[config.mk]
export PLATFORM = sky130hd
export DESIGN_NAME = multicycle_control
export DESIGN_NICKNAME = d
export VERILOG_FILES = /design/src/rtl/mips_ctrl_pkg.sv /design/src/rtl/mc_output_decode.sv /design/src/rtl/multicycle_control.sv
export SDC_FILE = /design/constraint.sdc
export NUM_CORES = 1
export LEC_CHECK = 0
export ABC_AREA = 1
export CORE_MARGIN = 1
export CORE_UTILIZATION = 40
export DETAILED_ROUTE_END_ITERATION = 10
export GPL_TIMING_DRIVEN = 0
export PLACE_DENSITY = 0.64
export REMOVE_ABC_BUFFERS = 1
export SYNTH_ARGS = -nofsm -noshare
export SYNTH_HDL_FRONTEND = slang
export SYNTH_SLANG_ARGS = --single-unit
export TNS_END_PERCENT = 5
[constraint.sdc]
create_clock -name clk -period 2.9 [get_ports clk]
set_input_delay 0.29 -clock clk [delete_from_list [all_inputs] [get_ports clk]]
set_output_delay 0.29 -clock clk [all_outputs]
set_load 0.01 [all_outputs]
[src/rtl/mips_ctrl_pkg.sv]
// mips_ctrl_pkg
//   Shared definitions for the multicycle MIPS main control FSM:
//   state encodings, opcode constants, ALUOp codes, datapath mux
//   select codes and the packed control word produced by the output
//   decoder.
//   Optional feature macro: MULTICYCLE_ADDI_EN (adds ADDI_EX/ADDI_WB).
package mips_ctrl_pkg;

    typedef enum logic [3:0] {
        S_IDLE     = 4'd0,
        S_FETCH    = 4'd1,
        S_DECODE   = 4'd2,
        S_MEMADR   = 4'd3,
        S_MEMREAD  = 4'd4,
        S_MEMWB    = 4'd5,
        S_MEMWRITE = 4'd6,
        S_EXECUTE  = 4'd7,
        S_ALUWB    = 4'd8,
        S_BRANCH   = 4'd9,
        S_JUMP     = 4'd10,
        S_ADDI_EX  = 4'd11,
        S_ADDI_WB  = 4'd12
    } state_t;

    localparam logic [5:0] OP_RTYPE = 6'b000000;
    localparam logic [5:0] OP_LW    = 6'b100011;
    localparam logic [5:0] OP_SW    = 6'b101011;
    localparam logic [5:0] OP_BEQ   = 6'b000100;
    localparam logic [5:0] OP_J     = 6'b000010;
    localparam logic [5:0] OP_ADDI  = 6'b001000;

    localparam logic [1:0] ALUOP_ADD   = 2'b00;
    localparam logic [1:0] ALUOP_SUB   = 2'b01;
    localparam logic [1:0] ALUOP_FUNCT = 2'b10;

    localparam logic [1:0] ALUB_REG    = 2'b00;
    localparam logic [1:0] ALUB_FOUR   = 2'b01;
    localparam logic [1:0] ALUB_IMM    = 2'b10;
    localparam logic [1:0] ALUB_BRANCH = 2'b11;

    localparam logic [1:0] PCSRC_ALU    = 2'b00;
    localparam logic [1:0] PCSRC_ALUOUT = 2'b01;
    localparam logic [1:0] PCSRC_JUMP   = 2'b10;

    typedef struct packed {
        logic       pc_write;
        logic       pc_write_cond;
        logic       iord;
        logic       mem_read;
        logic       mem_write;
        logic       ir_write;
        logic       mem_to_reg;
        logic       reg_dst;
        logic       reg_write;
        logic       alu_src_a;
        logic [1:0] alu_src_b;
        logic [1:0] alu_op;
        logic [1:0] pc_source;
    } ctrl_t;

endpackage

[src/rtl/mc_output_decode.sv]
// mc_output_decode
//   Purely combinational state -> control word decoder for the
//   multicycle MIPS controller. Every field defaults to 0, so a state
//   only lists the signals it asserts.
//   Ports:
//     state     in   current FSM state
//     mem_ready in   memory handshake (gates ir_write/pc_write in FETCH)
//     ctrl      out  packed control word
//   Optional feature macro: MULTICYCLE_ADDI_EN (decodes ADDI_EX/ADDI_WB).
module mc_output_decode
    import mips_ctrl_pkg::*;
(
    input  state_t state,
    input  logic   mem_ready,
    output ctrl_t  ctrl
);

    always_comb begin
        ctrl = '0;
        case (state)
            S_FETCH: begin
                ctrl.mem_read  = 1'b1;
                ctrl.alu_src_b = ALUB_FOUR;
                ctrl.alu_op    = ALUOP_ADD;
                ctrl.pc_source = PCSRC_ALU;
                // The only Mealy outputs: IR and PC load on the cycle the
                // instruction word actually arrives.
                ctrl.ir_write  = mem_ready;
                ctrl.pc_write  = mem_ready;
            end
            S_DECODE: begin
                ctrl.alu_src_b = ALUB_BRANCH;
                ctrl.alu_op    = ALUOP_ADD;
            end
            S_MEMADR: begin
                ctrl.alu_src_a = 1'b1;
                ctrl.alu_src_b = ALUB_IMM;
                ctrl.alu_op    = ALUOP_ADD;
            end
            S_MEMREAD: begin
                ctrl.mem_read = 1'b1;
                ctrl.iord     = 1'b1;
            end
            S_MEMWB: begin
                ctrl.reg_write  = 1'b1;
                ctrl.mem_to_reg = 1'b1;
            end
            S_MEMWRITE: begin
                ctrl.mem_write = 1'b1;
                ctrl.iord      = 1'b1;
            end
            S_EXECUTE: begin
                ctrl.alu_src_a = 1'b1;
                ctrl.alu_src_b = ALUB_REG;
                ctrl.alu_op    = ALUOP_FUNCT;
            end
            S_ALUWB: begin
                ctrl.reg_write = 1'b1;
                ctrl.reg_dst   = 1'b1;
            end
            S_BRANCH: begin
                ctrl.alu_src_a     = 1'b1;
                ctrl.alu_src_b     = ALUB_REG;
                ctrl.alu_op        = ALUOP_SUB;
                ctrl.pc_write_cond = 1'b1;
                ctrl.pc_source     = PCSRC_ALUOUT;
            end
            S_JUMP: begin
                ctrl.pc_write  = 1'b1;
                ctrl.pc_source = PCSRC_JUMP;
            end
`ifdef MULTICYCLE_ADDI_EN
            S_ADDI_EX: begin
                ctrl.alu_src_a = 1'b1;
                ctrl.alu_src_b = ALUB_IMM;
                ctrl.alu_op    = ALUOP_ADD;
            end
            S_ADDI_WB: begin
                ctrl.reg_write = 1'b1;
            end
`endif
            default: ctrl = '0;
        endcase
    end

endmodule

[src/rtl/multicycle_control.sv]
// multicycle_control
//   Main control FSM for the multicycle MIPS datapath. Sequences fetch,
//   decode, execute, memory and writeback for R-type, lw, sw, beq and j,
//   stalls on mem_ready and counts retired instructions.
//   Ports:
//     clk, rst_n            clock (rising edge), async active-low reset
//     opcode                IR[31:26], valid from DECODE onward
//     mem_ready             memory completes the current access
//     pc_write .. pc_source datapath control word (from mc_output_decode)
//     illegal_op            one-cycle pulse after DECODE of an unsupported opcode
//     retired               instructions completed since reset (wraps)
//     state_dbg             current state encoding
//   Optional feature macro: MULTICYCLE_ADDI_EN (adds addi support).
module multicycle_control
    import mips_ctrl_pkg::*;
#(
    parameter int CNT_W = 32
) (
    input  logic             clk,
    input  logic             rst_n,
    input  logic [5:0]       opcode,
    input  logic             mem_ready,
    output logic             pc_write,
    output logic             pc_write_cond,
    output logic             iord,
    output logic             mem_read,
    output logic             mem_write,
    output logic             ir_write,
    output logic             mem_to_reg,
    output logic             reg_dst,
    output logic             reg_write,
    output logic             alu_src_a,
    output logic [1:0]       alu_src_b,
    output logic [1:0]       alu_op,
    output logic [1:0]       pc_source,
    output logic             illegal_op,
    output logic [CNT_W-1:0] retired,
    output logic [3:0]       state_dbg
);

    state_t state;
    ctrl_t  ctrl;

    // State register, next-state logic, retire counter and the illegal
    // opcode flag. The counter bumps on the last cycle of each legal
    // instruction so it reads the new total on the following FETCH.
    always_ff @(posedge clk or negedge rst_n) begin
        if (!rst_n) begin
            state      <= S_IDLE;
            retired    <= '0;
            illegal_op <= 1'b0;
        end else begin
            illegal_op <= 1'b0;
            case (state)
                S_IDLE:  state <= S_FETCH;
                S_FETCH: if (mem_ready) state <= S_DECODE;
                S_DECODE: begin
                    case (opcode)
                        OP_LW, OP_SW: state <= S_MEMADR;
                        OP_RTYPE:     state <= S_EXECUTE;
                        OP_BEQ:       state <= S_BRANCH;
                        OP_J:         state <= S_JUMP;
`ifdef MULTICYCLE_ADDI_EN
                        OP_ADDI:      state <= S_ADDI_EX;
`endif
                        default: begin
                            state      <= S_FETCH;
                            illegal_op <= 1'b1;
                        end
                    endcase
                end
                // Only lw and sw reach MEMADR, so anything but sw is a load.
                S_MEMADR: state <= (opcode == OP_SW) ? S_MEMWRITE : S_MEMREAD;
                S_MEMREAD: if (mem_ready) state <= S_MEMWB;
                S_MEMWRITE: begin
                    if (mem_ready) begin
                        state   <= S_FETCH;
                        retired <= retired + CNT_W'(1);
                    end
                end
                S_EXECUTE: state <= S_ALUWB;
                S_MEMWB, S_ALUWB, S_BRANCH, S_JUMP: begin
                    state   <= S_FETCH;
                    retired <= retired + CNT_W'(1);
                end
`ifdef MULTICYCLE_ADDI_EN
                S_ADDI_EX: state <= S_ADDI_WB;
                S_ADDI_WB: begin
                    state   <= S_FETCH;
                    retired <= retired + CNT_W'(1);
                end
`endif
                default: state <= S_FETCH;
            endcase
        end
    end

    mc_output_decode u_decode (
        .state     (state),
        .mem_ready (mem_ready),
        .ctrl      (ctrl)
    );

    assign pc_write      = ctrl.pc_write;
    assign pc_write_cond = ctrl.pc_write_cond;
    assign iord          = ctrl.iord;
    assign mem_read      = ctrl.mem_read;
    assign mem_write     = ctrl.mem_write;
    assign ir_write      = ctrl.ir_write;
    assign mem_to_reg    = ctrl.mem_to_reg;
    assign reg_dst       = ctrl.reg_dst;
    assign reg_write     = ctrl.reg_write;
    assign alu_src_a     = ctrl.alu_src_a;
    assign alu_src_b     = ctrl.alu_src_b;
    assign alu_op        = ctrl.alu_op;
    assign pc_source     = ctrl.pc_source;
    assign state_dbg     = state;

endmodule

### After elaboration in Yosys (flattened, before gate mapping)

Cells that the tools add are included.

| storage, ports and cells | value |
|---|---|
| word-level logic and storage cells | 54 |
| output and inout port bits | 53 |
| input port bits | 9 |
| bits in registers | 37 |

| cells by class | value |
|---|---|
| mux-type cells | 22 |
| reductions and logical operators | 11 |
| equality and inequality tests | 17 |
| $add $sub $neg | 1 |

Operators by type and width:

| cell | number |
|---|---|
| case mux 32 bit (2 select lines) | 1 |
| adder 32 x 1 -> 32 bit (second input constant) | 1 |
| two-way mux 32 bit | 1 |
| case mux 4 bit (6 select lines) | 1 |
| case mux 4 bit (5 select lines) | 1 |
| equality test 4 x 3 -> 1 bit (second input constant) | 4 |
| case mux 4 bit (4 select lines) | 1 |
| equality test 4 bit (second input constant) | 3 |
| equality test 6 bit (second input constant) | 2 |
| two-way mux 4 bit | 3 |
| two-way mux 1 bit | 11 |
| equality test 4 x 2 -> 1 bit (second input constant) | 2 |
| OR reduction 2 bit | 4 |
| equality test 6 x 2 -> 1 bit (second input constant) | 1 |
| equality test 6 x 3 -> 1 bit (second input constant) | 1 |
| zero test 6 bit | 1 |
| inequality test 2 bit (second input constant) | 3 |
| OR reduction 5 bit | 1 |
| equality test 4 x 1 -> 1 bit (second input constant) | 1 |
| case mux 2 bit (2 select lines) | 1 |
| OR reduction 4 bit | 1 |
| AND reduction 3 bit | 1 |
| OR reduction 3 bit | 1 |
| two-way mux 2 bit | 1 |
| 3 further kinds | 3 |

### Longest topological paths before layout

Gate-level depths: netlist of run 1.

| logic depth | value |
|---|---|
| depth after elaboration | 4 |
| depth in mapped cells | 10 |
| mapped depth without buffers | 10 |

### Hierarchy

A second synthesis of run 1 with hierarchy kept.

| unflattened totals | value |
|---|---|
| cell total of the unflattened synthesis | 403 |
| area total of the unflattened synthesis | 2,596.2 um^2 |

By module, submodules not included:

| module | seq. area each (um^2) | times used | cells each | area each (um^2) |
|---|---|---|---|---|
| multicycle_control | 925.9 | 1 | 367 | 2,441.1 |
| mc_output_decode | 0.0 | 1 | 36 | 155.1 |

### Least setup slack after synthesis of run 1

No wires, ideal clock.

| timing path | value |
|---|---|
| path kind | register -> register |
| from | reg retired[0] |
| to | reg retired[26] |
| required time | 2.784 ns |
| setup time | 0.116 ns |
| path slack | 1.386 ns |
| arrival | 1.398 ns |
| period minus slack after synthesis | 1.514 ns |
| path buffers | 0 |
| cell stages (with the launch flop) | 11 |
| path through | dfrtp_1 ha_1 inv_2 nor2_4 nand2_2 nor2_1 nand2_1 nand2_1 nand2_1 nand2_1 nand2_1 |

| between the ends | value |
|---|---|
| cells in the longest elaborated chain, start to end | 3 |

RTL lines:

| what | line | text |
|---|---|---|
| from (decl) | multicycle_control.sv:37 | `output logic [CNT_W-1:0] retired,` |
| from (signal assigned) | multicycle_control.sv:78 | `retired <= retired + CNT_W'(1);` |
| from (signal assigned) | multicycle_control.sv:84 | `retired <= retired + CNT_W'(1);` |
| adder 32 x 1 -> 32 bit (*) | multicycle_control.sv:78, multicycle_control.sv:84 |  |
| two-way mux 32 bit | multicycle_control.sv:76 | `if (mem_ready) begin` |
| case mux 32 bit (2 select lines) (*) | multicycle_control.sv:54 | `case (state)` |

Mark *: on every way between the ends. The rest lies on a longest branch, timed or not. The select of a mux whose other input is x is not followed.
A chain may end at the register's enable or synchronous reset.

### Worst setup path in the final report of run 1

| timing path | value |
|---|---|
| from | reg state[0], in the netlist state_dbg[0] |
| to | out alu_src_b[0] |

| between the ends | value |
|---|---|
| cells in the longest elaborated chain, start to end | 2 |

RTL lines:

| what | line | text |
|---|---|---|
| from (decl) | multicycle_control.sv:41 | `state_t state;` |
| from (signal assigned) | multicycle_control.sv:73 | `S_MEMADR: state <= (opcode == OP_SW) ? S_MEMWRITE : S_MEMREAD;` |
| equality test 4 bit (tied with other cells) | mc_output_decode.sv:20 | `case (state)` |
| case mux 4 bit (5 select lines) (*) | mc_output_decode.sv:20 |  |
| to (decl) | multicycle_control.sv:33 | `output logic [1:0] alu_src_b,` |

Mark *: on every way between the ends. The rest lies on a longest branch, timed or not.

==> flow_summary_export.csv, run 1 <==
group,metric,value,unit
finish,fin_nets,488,
sta,fin_crit,2.24,ns
clock_network,cts.sinks,37,
power,vdd_drop_max,0.000439,V
power,seq_power_share,34.8,%
drt,wl,6840,µm
drt,vias,2704,
floorplanning,core,6310,µm²
sta,fin_hold_ws,0.0973,ns
drt,drt_iter0_drc,147,
finish,final_cell_area,3350,µm²
clock_network,cts_tree,"yes",
power,power_frac_clock,19.8,%
sta,finalSetupTns,0,ns
place,port_buffers,61,
sta,hold_viol,0,
global_route,grtUsageMet1,29.5,%
place,pre_cts_slack,0.998,ns
floorplanning,initial_core_util,41.4,%
critical_path,crit_required,2.61,ns
synthesis,ys_seq_area_share,35.4,%
global_route,use_met2,32.9,%
synthesis,netlist_area,2610,µm²
synthesis,synth.top_cell.area_share,35.4,%
finish,area_growth_syn_to_layout,28.2,%
clock_network,cts_setup_buffers,0,
synthesis,synth-main-ff-cell,"dfrtp_1",
global_route,gr-max-usage-layer,"met2",
clock_network,cts.repair.resized,0,
drt,drc,0,
synthesis,synth.distinct_cells,28,
synthesis,ys_top_cells_by_count,"nand2_1, nor2_1, inv_1, dfrtp_1, nand3_1",
sta,skew,0.00769,ns
finish,antenna_cells,0,
critical_path,cp-start-kind,"flip-flop",
global_route,gr-usage-met3,3.98,%
worst_hold_path,hold_class,"input pin to async pin",
run_status,outcome,"complete, no violations",
finish,drive_above_1_share,5.65,%
drt,dr.pass1.iters,4,
floorplanning,die_w,82.8,µm
sta,setup_slack,0.662,ns
power,power_frac_comb,45.4,%
global_route,grt_max_degree,38,
place,dp_hpwl,5100,µm
clock_network,cts_made_buffers,5,
sta,fmax,0.447,GHz
critical_path,criticalPathCategory,"flip-flop to output port",
sta,period_share,77.2,%
sta,drv_slew,0,
synthesis,netlist_instances,416,
drt,routed_via_density,4.87,
power,p_leak,0.00147,µW
synthesis,yosys.area.top_type,"dfrtp_1",
global_route,grt_pass1_vias,2565,
clock_network,clkSlewWorstSetupHoldPaths,0.07,ns
floorplanning,rows,29,
critical_path,critPathCaptureType,"output port",
place,dp_cells,548,
synthesis,synth.avg_cell_area,6.28,µm²
synthesis,synthTopCellsByArea,"dfrtp_1, nand2_1, nor2_1, inv_1, nand3_1",
finish,final_cells,555,
global_route,antenna_found_initial,0,
clock_network,cts_root_buf,"clkbuf_8",
floorplanning,die_area,6860,µm²
floorplanning,die_h,82.8,µm
synthesis,synth_edf_count,0,
place,placed_area,3260,µm²
power,p_int,1100,µW
synthesis,synth_most_common_cell,"nand2_1",
power,swShare,40.9,%
place,place.gp.congestion,0.872,
sta,slew_headroom,43.3,%
global_route,globalRouteOverflowTotal,0,
critical_path,crit_arrival,1.95,ns
power,power.density,558,nW/µm²
synthesis,synth_seq_cells,37,
floorplanning,io-pin-count,62,
clock_network,cts_hold_repair.buffers,0,
global_route,grt_usage,21.0,%
synthesis,yosysWarnings,0,
sta,final-setup-viol-count,0,
global_route,grt_pass1_wl,12000,µm
synthesis,async_reset_ff_share,100,%
clock_network,clockBufferDepth,2,
critical_path,crit_fanout,6,
sta,worst_slew_pin_slew,0.850,ns
clock_network,clock_latency,0.29,ns
drt,wl_per_cell,12.3,µm
sta,rsz0062_at_grt,"false",
clock_network,cts.htree.levels,2,
power,power.switching,765,µW
drt,ant_nets,0,
run,cap_violations,0,
-- cell usage in the layout, fill, tap and decap left out --
cell type / synthesis / layout
a21oi_1: 2 / 2
and2_1: 1 / 1
buf_2: 2 / 1
clkbuf_1: 0 / 1
clkbuf_8: 0 / 6
clkdlybuf4s50_1: 0 / 60
dfrtp_1: 37 / 37
ha_1: 1 / 1
inv_1: 38 / 38
inv_2: 4 / 4
nand2_1: 186 / 186
nand2_2: 3 / 3
nand2_4: 2 / 2
nand3_1: 20 / 20
nand3_4: 1 / 1
nand3b_1: 3 / 3
nand4_1: 3 / 3
nor2_1: 71 / 71
nor2_2: 2 / 2
nor2_4: 4 / 4
nor2_8: 1 / 1
nor3_1: 6 / 6
o21ai_0: 5 / 5
o21ai_1: 6 / 6
o21ai_4: 1 / 1
o22ai_1: 1 / 1
or2_2: 2 / 2
xnor2_1: 2 / 2
xor2_1: 8 / 8
-- per-layer routing --
layer | wire (µm) | vias to the layer above
met2 | 2940 | 82
met4 | 102 | 0
li1 | - | 1394
met3 | 444 | 7
met5 | 0 | -
met1 | 3360 | 1221
-- layout make-up --
| cell class | count | area, µm² |
|---|---|---|
| sequential | 37 | 926 |
| multi-input combinational | 331 | 1480 |
| clock buffer | 7 | 86.3 |
| timing repair buffer | 61 | 606 |
| fill | 638 | 2960 |
| inverter | 42 | 158 |
| tap | 77 | 96.3 |
-- metrics by stage --
step	total power [µW]	util [%]
6_report	1870	53.1
5_1_grt	2010	53.1
4_1_cts	1890	53.1
3_5_place_dp	1510	51.7
3_3_place_gp	1510	51.8
2_1_floorplan	1140	-
-- power by group through the flow --
stage          Combinational (µW)  Clock (µW)  Sequential [µW]
2_1_floorplan                 468           0              668
3_3_place_gp                  851           0              658
6_report                      849         370              651
5_1_grt                       946         397              666
3_5_place_dp                  853           0              660
4_1_cts                       858         377              652
-- sequential cells by signal (all words and copies together), names as in the netlist --
register and count:
state_dbg 4, illegal_op 1, retired 32
-- worst paths after layout --
path | endpoint | start | slack (ns) | cells after the start
max | alu_src_b[0] | state_dbg[0]$_DFFE_PN0P_ | 0.66 | 6
min | retired[0]$_DFFE_PN0P_ | rst_n | 0.1 | 1
max reg2reg | retired[24]$_DFFE_PN0P_ | retired[0]$_DFFE_PN0P_ | 1.12 | 9
min reg2reg | retired[31]$_DFFE_PN0P_ | retired[31]$_DFFE_PN0P_ | 0.55 | 2
max in group asynchronous | retired[13]$_DFFE_PN0P_ | rst_n | 2.26 | 1
min in group clk | retired[31]$_DFFE_PN0P_ | retired[31]$_DFFE_PN0P_ | 0.55 | 2
-- worst max-delay path, cell delays in order, from the launching register on --
cell,delay (ns)
dfrtp_1,0.45
inv_1,0.11
nand2_2,0.10
nor2_1,0.28
inv_1,0.10
nand2_1,0.07
clkdlybuf4s50_1,0.53
-- cell families after synthesis --
logic type / synth area share [%]
DFF: 35.4
buffers and inverters: 7.99
adders and majority gates: 0.479
and+or+nand+nor: 49.4
AOI/OAI and AO/OA: 3.35
xor gates and xnor gates: 3.35
(Power assumes the default switching activity.)
==> run 2: changes to the inputs <==
==> constraint.sdc (replaced) <==
create_clock -name clk -period 2.2 [get_ports clk]
set_input_delay 0.22 -clock clk [delete_from_list [all_inputs] [get_ports clk]]
set_output_delay 0.22 -clock clk [all_outputs]
set_load 0.01 [all_outputs]
==> run 2 against run 1 <==
Effect of this change:
- utilization rose by 0.14 points
- via count rose by 0.26%
- first-iteration DRC count fell by 4.8%
- critical path type unchanged
- largest cell class unchanged
- highest routed layer unchanged
- hold slack got worse by 0.072 ns
==> flow_summary_export.csv, run 2 (synthesis results as in run 1) <==
group,metric,value,unit
global_route,grt_max_degree,38,
clock_network,clock_latency,0.29,ns
global_route,grt_pass1_vias,2565,
global_route,antenna_found_initial,0,
drt,vias,2711,
critical_path,crit_fanout,6,
global_route,grt_usage,21.0,%
floorplanning,die_h,82.8,µm
finish,antenna_cells,0,
drt,wl_met1,3380,µm
critical_path,r2r_end,"retired[24]$_DFFE_PN0P_",
drt,ant_nets,0,
finish,area_growth_syn_to_layout,28.5,%
critical_path,slowest_stage,"clkdlybuf4s50_1",
clock_network,cts.htree.levels,2,
finish,largest_register,"retired",
finish,largest_register_ffs,32,
drt,wl_per_cell,12.4,µm
critical_path,crit_arrival,1.85,ns
clock_network,cts_made_buffers,5,
critical_path,reg2reg_depth,9,
sta,setup_slack,0.131,ns
critical_path,worst_r2r_startpoint,"retired[0]$_DFFE_PN0P_",
power,p_leak,0.00147,µW
drt,dr.pass1.iters,5,
drt,wl,6860,µm
sta,slew_headroom,42.3,%
critical_path,slowest_delay,0.53,ns
finish,fin_nets,488,
drt,drc,0,
critical_path,criticalPathCategory,"flip-flop to output port",
floorplanning,rows,29,
sta,drv_slew,0,
floorplanning,die_w,82.8,µm
sta,fmax,0.483,GHz
sta,fin_hold_ws,0.0251,ns
run,cap_violations,0,
critical_path,path_common_cell,"inv_1",
finish,final_cell_mix,"nand2_1, nor2_1, clkdlybuf4s50_1",
clock_network,cts_setup_buffers,0,
drt,top_layer_used,"met4",
sta,finalSetupTns,0,ns
finish,layout_commonest_cell,"nand2_1",
critical_path,crit_required,1.98,ns
floorplanning,initial_core_util,41.4,%
worst_hold_path,hold_class,"input pin to async pin",
sta,rsz0062_at_grt,"false",
floorplanning,io-pin-count,62,
global_route,grt_pass1_wl,12000,µm
power,vdd_drop_max,0.000582,V
sta,worst_slew_pin_slew,0.865,ns
floorplanning,die_area,6860,µm²
floorplanning,core,6310,µm²
sta,final-setup-viol-count,0,
drt,drt_iter0_drc,140,
drt,routed_via_density,4.88,
finish,finalCoreUtilization,53.2,%
place,port_buffers,61,
critical_path,critPathCaptureType,"output port",
clock_network,clockBufferDepth,2,
power,p_total,2480,µW
critical_path,path_cells,"inv_1 -> nand2_2 -> nor2_2 -> inv_1 -> nand2_1 -> clkdlybuf4s50_1",
drt,route.met2.wl,2940,µm
clock_network,cts.sinks,37,
run_status,outcome,"complete, no violations",
clock_network,clkSlewWorstSetupHoldPaths,0.07,ns
sta,period_share,94.0,%
place,dp_hpwl,5100,µm
finish,drive_above_1_share,6.49,%
finish,fill_cells,636,
place,place.gp.congestion,0.872,
sta,skew,0.00635,ns
power,power.density,737,nW/µm²
place,pre_cts_slack,0.368,ns
sta,fin_crit,2.07,ns
sta,hold_viol,0,
critical_path,reg2reg_setup_slack,0.42,ns
drt,dr_wl_met3,429,µm
clock_network,cts_tree,"yes",
clock_network,cts_root_buf,"clkbuf_8",
global_route,globalRouteOverflowTotal,0,
critical_path,cp-start-kind,"flip-flop",
==> run 2: how the worst max path moves through the flow <==
stage / start / end / slack [ns] / cells after the start
global route: state_dbg[0]$_DFFE_PN0P_ / alu_src_b[0] / 0.02 / 6
global placement: rst_n / retired[27]$_DFFE_PN0P_ / -0.02 / 1
CTS: state_dbg[0]$_DFFE_PN0P_ / alu_src_b[0] / 0.03 / 6
detailed placement: state_dbg[0]$_DFFE_PN0P_ / alu_src_b[0] / 0.37 / 6
floorplan: retired[0]$_DFFE_PN0P_ / retired[26]$_DFFE_PN0P_ / 0.68 / 10
finish: state_dbg[0]$_DFFE_PN0P_ / alu_src_b[0] / 0.13 / 6
==> run 2: per-stage QoR <==
stage	area, µm²	cells
3_5_place_dp	3260	548
6_report	3360	555
2_1_floorplan	2560	410
5_1_grt	3360	555
4_1_cts	3350	555
3_3_place_gp	3270	548
==> run 2: cell type report <==
class	instances	area, µm²	share of cell area (%)
well taps	77	96.3	2.87
repair buffers	61	606	18.0
flip-flops and latches	37	927	27.6
inverters	42	158	4.69
multi-input cells	331	1490	44.2
clock buffers	7	86.3	2.57
==> run 2: metal layers <==
metal | vias up | track usage, %
met5 | - | 0
met4 | 0 | 6.27
met3 | 7 | 3.98
met2 | 76 | 32.9
met1 | 1234 | 29.5
li1 | 1394 | -
==> run 2: report_power, final <==
part	switching (µW)	leakage (µW)	total, µW	internal (µW)
Sequential	106	0.000505	863	757
Combinational	673	0.000925	1130	457
Clock	236	0.0000443	484	249
Total	1010	0.00147	2480	1460
==> run 2: repair_timing <==
action	4_1_cts	5_1_grt
resized for setup	0	4
hold buffers	0	0
setup endpoints to repair	0	3
==> run 2: critical path, delay by kind of cell, from the launching register on <==
family,cells,cell delay (ns)
buffers and inverters,3,0.72
DFF,1,0.46
and+or+nand+nor,3,0.39
